File: src/rtl/warp_pkg.sv
// Shared types for the warp front end: instruction width, buffer entry
// layout and the one/two instruction count encoding used by fetch and decode.
package warp_pkg;

  localparam int unsigned WARP_INST_W = 32;

  typedef struct packed {
    logic                   compressed;
    logic [WARP_INST_W-1:0] inst;
  } warp_ibuf_entry_t;

  // Count field on fetch/decode handshakes: number of instructions minus one.
  typedef enum logic {
    WARP_CNT_ONE = 1'b0,
    WARP_CNT_TWO = 1'b1
  } warp_count_e;

endpackage

File: src/rtl/warp_ibuf_mem.sv
// Register-array storage for warp_ibuf: two write ports, two asynchronous
// read ports, storage cleared by reset.
module warp_ibuf_mem
  import warp_pkg::*;
#(
  parameter int unsigned DEPTH = 8,
  parameter int unsigned AW    = $clog2(DEPTH)
) (
  input  logic             i_clk,
  input  logic             i_rst_n,
  input  logic             i_we0,
  input  logic [AW-1:0]    i_waddr0,
  input  warp_ibuf_entry_t i_wdata0,
  input  logic             i_we1,
  input  logic [AW-1:0]    i_waddr1,
  input  warp_ibuf_entry_t i_wdata1,
  input  logic [AW-1:0]    i_raddr0,
  output warp_ibuf_entry_t o_rdata0,
  input  logic [AW-1:0]    i_raddr1,
  output warp_ibuf_entry_t o_rdata1
);

  warp_ibuf_entry_t mem [DEPTH];

  // The two write addresses are always distinct, so port order is irrelevant.
  always_ff @(posedge i_clk or negedge i_rst_n) begin
    if (!i_rst_n) begin
      for (int unsigned i = 0; i < DEPTH; i++) begin
        mem[i] <= '0;
      end
    end else begin
      if (i_we0) mem[i_waddr0] <= i_wdata0;
      if (i_we1) mem[i_waddr1] <= i_wdata1;
    end
  end

  assign o_rdata0 = mem[i_raddr0];
  assign o_rdata1 = mem[i_raddr1];

endmodule

File: src/rtl/warp_ibuf.sv
// Instruction buffer between fetch and decode: circular queue taking and
// presenting up to two instructions per cycle, with single-cycle flush.
module warp_ibuf
  import warp_pkg::*;
#(
  parameter int unsigned DEPTH = 8
) (
  input  logic                   i_clk,
  input  logic                   i_rst_n,
  input  logic                   i_fetch_valid,
  output logic                   o_fetch_ready,
  input  logic [WARP_INST_W-1:0] i_inst0,
  input  logic [WARP_INST_W-1:0] i_inst1,
  input  logic [1:0]             i_compressed,
  input  logic                   i_count,
  input  logic                   i_flush,
  output logic                   o_valid,
  output logic                   o_count,
  output logic [WARP_INST_W-1:0] o_inst0,
  output logic [WARP_INST_W-1:0] o_inst1,
  output logic [1:0]             o_compressed,
  input  logic                   i_ready
);

  localparam int unsigned AW = $clog2(DEPTH);

  logic [AW-1:0] wp;
  logic [AW-1:0] rp;
  logic [AW:0]   occ;

  logic [AW:0]   free_slots;
  logic          enq;
  logic          deq;
  logic [AW:0]   n_in;
  logic [AW:0]   n_out;
  logic [AW:0]   add_cnt;
  logic [AW:0]   sub_cnt;

  warp_ibuf_entry_t wdata0, wdata1, rdata0, rdata1;

  // Ready looks only at registered occupancy, keeping i_ready off this path.
  assign free_slots    = (AW+1)'(DEPTH) - occ;
  assign o_fetch_ready = i_rst_n && (free_slots >= (AW+1)'(2));

  assign o_valid = (occ != '0);
  assign o_count = (occ >= (AW+1)'(2));

  assign enq   = i_fetch_valid && o_fetch_ready && !i_flush;
  assign deq   = o_valid && i_ready && !i_flush;
  assign n_in  = (i_count == WARP_CNT_TWO) ? (AW+1)'(2) : (AW+1)'(1);
  assign n_out = o_count ? (AW+1)'(2) : (AW+1)'(1);

  always_comb begin
    add_cnt = '0;
    sub_cnt = '0;
    if (enq) add_cnt = n_in;
    if (deq) sub_cnt = n_out;
  end

  assign wdata0 = '{compressed: i_compressed[0], inst: i_inst0};
  assign wdata1 = '{compressed: i_compressed[1], inst: i_inst1};

  warp_ibuf_mem #(
    .DEPTH (DEPTH),
    .AW    (AW)
  ) u_mem (
    .i_clk    (i_clk),
    .i_rst_n  (i_rst_n),
    .i_we0    (enq),
    .i_waddr0 (wp),
    .i_wdata0 (wdata0),
    .i_we1    (enq && (i_count == WARP_CNT_TWO)),
    .i_waddr1 (wp + AW'(1)),
    .i_wdata1 (wdata1),
    .i_raddr0 (rp),
    .o_rdata0 (rdata0),
    .i_raddr1 (rp + AW'(1)),
    .o_rdata1 (rdata1)
  );

  assign o_inst0      = rdata0.inst;
  assign o_inst1      = rdata1.inst;
  assign o_compressed = {rdata1.compressed, rdata0.compressed};

  always_ff @(posedge i_clk or negedge i_rst_n) begin
    if (!i_rst_n) begin
      wp  <= '0;
      rp  <= '0;
      occ <= '0;
    end else if (i_flush) begin
      wp  <= '0;
      rp  <= '0;
      occ <= '0;
    end else begin
      if (enq) wp <= wp + n_in[AW-1:0];
      if (deq) rp <= rp + n_out[AW-1:0];
      occ <= occ + add_cnt - sub_cnt;
    end
  end

endmodule

File: config.mk
export PLATFORM = sky130hd
export DESIGN_NAME = warp_ibuf
export DESIGN_NICKNAME = d
export VERILOG_FILES = /design/src/rtl/warp_pkg.sv /design/src/rtl/warp_ibuf_mem.sv /design/src/rtl/warp_ibuf.sv
export SDC_FILE = /design/constraint.sdc
export NUM_CORES = 1
export LEC_CHECK = 0
export CORE_ASPECT_RATIO = 0.75
export CORE_UTILIZATION = 25
export DETAILED_ROUTE_END_ITERATION = 10
export DONT_BUFFER_PORTS = 1
export PLACE_DENSITY = 0.49
export REMOVE_ABC_BUFFERS = 1
export SLEW_MARGIN = 20
export SYNTH_ARGS = -nofsm -noshare
export SYNTH_HDL_FRONTEND = slang
export SYNTH_SLANG_ARGS = --single-unit
File: constraint.sdc
create_clock -name i_clk -period 4.35 [get_ports i_clk]
set_input_delay 0.6525 -clock i_clk [delete_from_list [all_inputs] [get_ports i_clk]]
set_output_delay 0.6525 -clock i_clk [all_outputs]
set_load 0.1 [all_outputs]
==> metrics.log <==
INFO  metric maximum_capacitance_violations = 0
INFO  metric tritoncts = built
INFO  metric synth_area = 0.0195 mm²
INFO  metric setup.reg_to_reg.worst_slack = 0.93 ns
INFO  metric clock_sink_count = 274
INFO  metric synth-edff-count = 0
INFO  metric cts.repair.resized = 0
INFO  metric dr_vias = 18095
INFO  metric synth.avg_cell_area = 9.73 µm²
INFO  metric timing_hold_violations_final = 274
INFO  metric initial_utilization = 25.3%
INFO  metric post_route_cells_drive_above_1_share = 18.1%
INFO  metric routabilityCongestion = 0.772
INFO  metric synth_top_area_cell = sky130_fd_sc_hd__dfrtp_1
INFO  metric timing.critical_path.arrival = 3.10 ns
INFO  metric detailed_place.area = 0.0199 mm²
INFO  metric met3_usage = 6.96%
INFO  metric cp_cell_sequence = ha_4 -> buf_12 -> mux4_2 -> mux2_2
INFO  metric drt-pass1-iter-count = 5
INFO  metric clock-root-buffer = sky130_fd_sc_hd__clkbuf_16
INFO  metric numCtsBuffers = 38
INFO  metric cts.clk_slew.worst_paths = 0.06 ns
INFO  metric height_of_the_die = 244 µm
INFO  metric static-leakage-power = 7.04 nW
INFO  metric regToRegEndpoint = occ[3]
INFO  metric clk_latency = 0.55 ns
INFO  metric final.period_utilization = 86.3%
INFO  metric r2r-start = occ[1]
INFO  metric grt_pass1_vias = 17572
INFO  metric met2_usage = 32.5%
INFO  metric die-width = 325 µm
INFO  metric async_flop_share = 100%
INFO  metric maxSlewHeadroom = 21.5%
INFO  metric maximum_clock_skew_at_final_layout = 0.00797 ns
INFO  metric synth.top_cells.by_area = sky130_fd_sc_hd__dfrtp_1, sky130_fd_sc_hd__mux4_2, sky130_fd_sc_hd__or4_1
INFO  metric netlist-cell-type-count = 41
INFO  metric post_drt_wl_per_cell = 29.9 µm
INFO  metric drt_drc_violations_left = 0
INFO  metric worst_hold_path_type = in2async
INFO  metric hpwl = 42900 µm
INFO  metric post_synth_inst_count = 2006
INFO  metric worstSetupStartpointType = flop
INFO  metric met1_grt_util = 26.8%
INFO  metric final_antenna_net_count = 0
INFO  metric ir_drop = 797 µV
INFO  metric number_of_antenna_violations_at_the_first_check_in_global_routing = 0
INFO  metric areaGrowthSynthToFinish = 8.32%
INFO  metric run_status = finished with violations
INFO  metric placeableCoreArea = 0.0771 mm²
INFO  metric row_count = 88
INFO  metric slew_violations = 0
INFO  metric final_cells = 2852
INFO  metric fp.dieArea = 0.0792 mm²
INFO  metric synth-main-ff-cell = sky130_fd_sc_hd__dfrtp_1
INFO  metric netlist.area_leader.share = 35.1%
INFO  metric finalNetCount = 1874
INFO  metric gr-total-overflow = 0
INFO  metric yosysSeqAreaShare = 35.1%
INFO  metric vias_per_cell = 6.34
INFO  metric fin_crit = 3.75 ns
INFO  metric r2r.worst_path.cells = 12
INFO  metric yosysWarningCount = 0
INFO  metric pin_count = 141
INFO  metric violations = hold timing
INFO  metric cp-end-kind = output pin
INFO  metric buffer_ports.inserted = 0
INFO  metric instance_count_after_placement_with_tap_cells_included = 2782
INFO  metric clock_path_buffers = 3
INFO  metric finalSetupViolCount = 0
INFO  metric wl = 85200 µm
INFO  metric timing.critical_path.slowest_stage_cell = sky130_fd_sc_hd__dfrtp_4
INFO  metric worst-endpoint-required = 3.70 ns
INFO  metric worstMarginPinSlew = 1.18 ns
INFO  metric cts.repair_timing.setup_buffer_count = 0
INFO  metric htree_num_levels = 2
INFO  metric global_route_usage_over_all_layers = 20.9%
INFO  metric power.density = 913 mW/mm²
INFO  metric detailed_route_iter0_violations = 2389
INFO  metric hold_ws = -0.205 ns
INFO  metric setup.worst_path.class = reg2out
INFO  metric maximum_number_of_pins_on_one_net_before_global_route_repair = 281
INFO  metric post-route-cell-area = 0.0211 mm²
INFO  metric grt_busiest_layer = met2
INFO  metric grt_setup_unrepaired = false
INFO  metric timing.critical_path.fanout_max = 42
INFO  metric critical_path.max_stage_delay = 0.67 ns
INFO  metric synth_seq_cells = 274
INFO  metric n_fill_cell = 8097
INFO  metric grt_pass1_wl = 124000 µm
INFO  metric fmax = 266 MHz
[logic make-up after synthesis]
| family | count (synthesis) | synth area share (%) |
|---|---|---|
| AO/OA/AOI/OAI | 544 | 15.9 |
| AND/OR/NAND/NOR | 646 | 20.3 |
| flip-flops | 274 | 35.1 |
| multiplexers | 198 | 19.0 |
| XOR/XNOR | 6 | 0.308 |
| adder cells (fa/ha/maj) | 15 | 1.12 |
| buffers and inverters | 323 | 8.14 |
[cell type report]
type / instances / area, µm² / share of cell area (%)
Antenna cell: 3 / 7.51 / 0.0355
Clock buffer: 58 / 1130 / 5.34
Clock inverter: 9 / 70.1 / 0.331
Inverter: 13 / 48.8 / 0.231
Multi-Input combinational cell: 1409 / 11100 / 52.6
Sequential cell: 274 / 6870 / 32.5
Tap cell: 1035 / 1290 / 6.12
Timing Repair Buffer: 51 / 608 / 2.88
[sequential cells by signal, summed over array words and instances (netlist names)]
signal     count
occ            4
rp             3
u_mem.mem    264
wp             3
[worst max-delay path by stage]
| stage | slack, ns | from | depth (start not counted) | to |
|---|---|---|---|---|
| finish | 0.60 | rp[1] | 4 | o_inst1[27] |
| global route | 0.49 | rp[1] | 4 | o_inst1[27] |
| CTS | 0.54 | rp[1] | 4 | o_inst1[27] |
| detailed placement | 0.94 | occ[1] | 12 | occ[3] |
| global placement | 0.90 | occ[1] | 12 | occ[3] |
| floorplan | -7.06 | occ[1] | 6 | u_mem.mem[0] |
[Yosys cell counts (2+ instances only)]
cell / instances
sky130_fd_sc_hd__a21oi_1: 6
sky130_fd_sc_hd__a31oi_1: 264
sky130_fd_sc_hd__and2_1: 2
sky130_fd_sc_hd__buf_1: 48
sky130_fd_sc_hd__buf_2: 46
sky130_fd_sc_hd__buf_4: 19
sky130_fd_sc_hd__buf_6: 32
sky130_fd_sc_hd__clkbuf_1: 163
sky130_fd_sc_hd__clkbuf_4: 2
sky130_fd_sc_hd__dfrtp_1: 274
sky130_fd_sc_hd__fa_1: 4
sky130_fd_sc_hd__ha_1: 11
sky130_fd_sc_hd__inv_1: 13
sky130_fd_sc_hd__mux2_2: 66
sky130_fd_sc_hd__mux4_2: 132
sky130_fd_sc_hd__nand2_1: 40
sky130_fd_sc_hd__nand2b_1: 35
sky130_fd_sc_hd__nand3_1: 3
sky130_fd_sc_hd__nand4_1: 4
sky130_fd_sc_hd__nand4b_1: 4
sky130_fd_sc_hd__nor2_1: 5
sky130_fd_sc_hd__nor2b_1: 2
sky130_fd_sc_hd__nor3_1: 266
sky130_fd_sc_hd__nor4_4: 2
sky130_fd_sc_hd__o21ai_0: 241
sky130_fd_sc_hd__o21ai_1: 26
sky130_fd_sc_hd__o41ai_4: 2
sky130_fd_sc_hd__or2_1: 2
sky130_fd_sc_hd__or2_2: 7
sky130_fd_sc_hd__or3_1: 5
sky130_fd_sc_hd__or4_1: 267
sky130_fd_sc_hd__xnor2_1: 3
sky130_fd_sc_hd__xor2_1: 2
[layer usage]
| metal | vias to the layer above | wire [µm] |
|---|---|---|
| li1 | 7551 | - |
| met1 | 9221 | 32900 |
| met2 | 1116 | 39000 |
| met3 | 207 | 10100 |
| met4 | 0 | 3090 |
| met5 | - | 0 |
[placed cells by master, fill, tap and decap left out, drive strengths merged]
cell / instances
inv: 13
mux2: 66
ha: 11
diode: 3
fa: 4
a211o: 1
o31ai: 1
nand3b: 1
a21oi: 6
or3: 5
or4: 267
o41ai: 2
xnor2: 4
o21ai: 267
and2: 2
a31oi: 264
a211oi: 1
nand2b: 35
nand4: 4
nand3: 3
nand2: 40
clkbuf: 58
dfrtp: 274
a21o: 1
o21a: 1
nand4b: 4
or2: 9
nor4: 2
nor2b: 2
clkinv: 8
xor2: 2
mux4: 132
bufinv: 1
nor2: 5
and3b: 1
nor3: 266
buf: 51
[per-stage QoR]
step	TNS [ns]	power [mW]	setup WS [ns]	utilization [%]
CTS	0	19.3	0.538	27.4
global route	0	20.1	0.489	27.4
finish	0	19.3	0.596	27.4
detailed placement	0	16.2	0.941	25.9
floorplan	-2036.87	12.9	-7.06	-
global placement	0	16.1	0.897	25.9
[report_power, final]
| part | internal (mW) | switching (mW) |
|---|---|---|
| registers | 3.31 | 0.691 |
| clock network | 1.84 | 1.27 |
| logic | 2.89 | 9.30 |
[critical path: cells and delay by family, from the launching register on]
family / cells / cell delay [ns]
buffers and inverters: 1 / 0.36
adders and majority gates: 1 / 0.39
muxes: 2 / 1.09
DFF: 1 / 0.67
(Power assumes the default switching activity.)
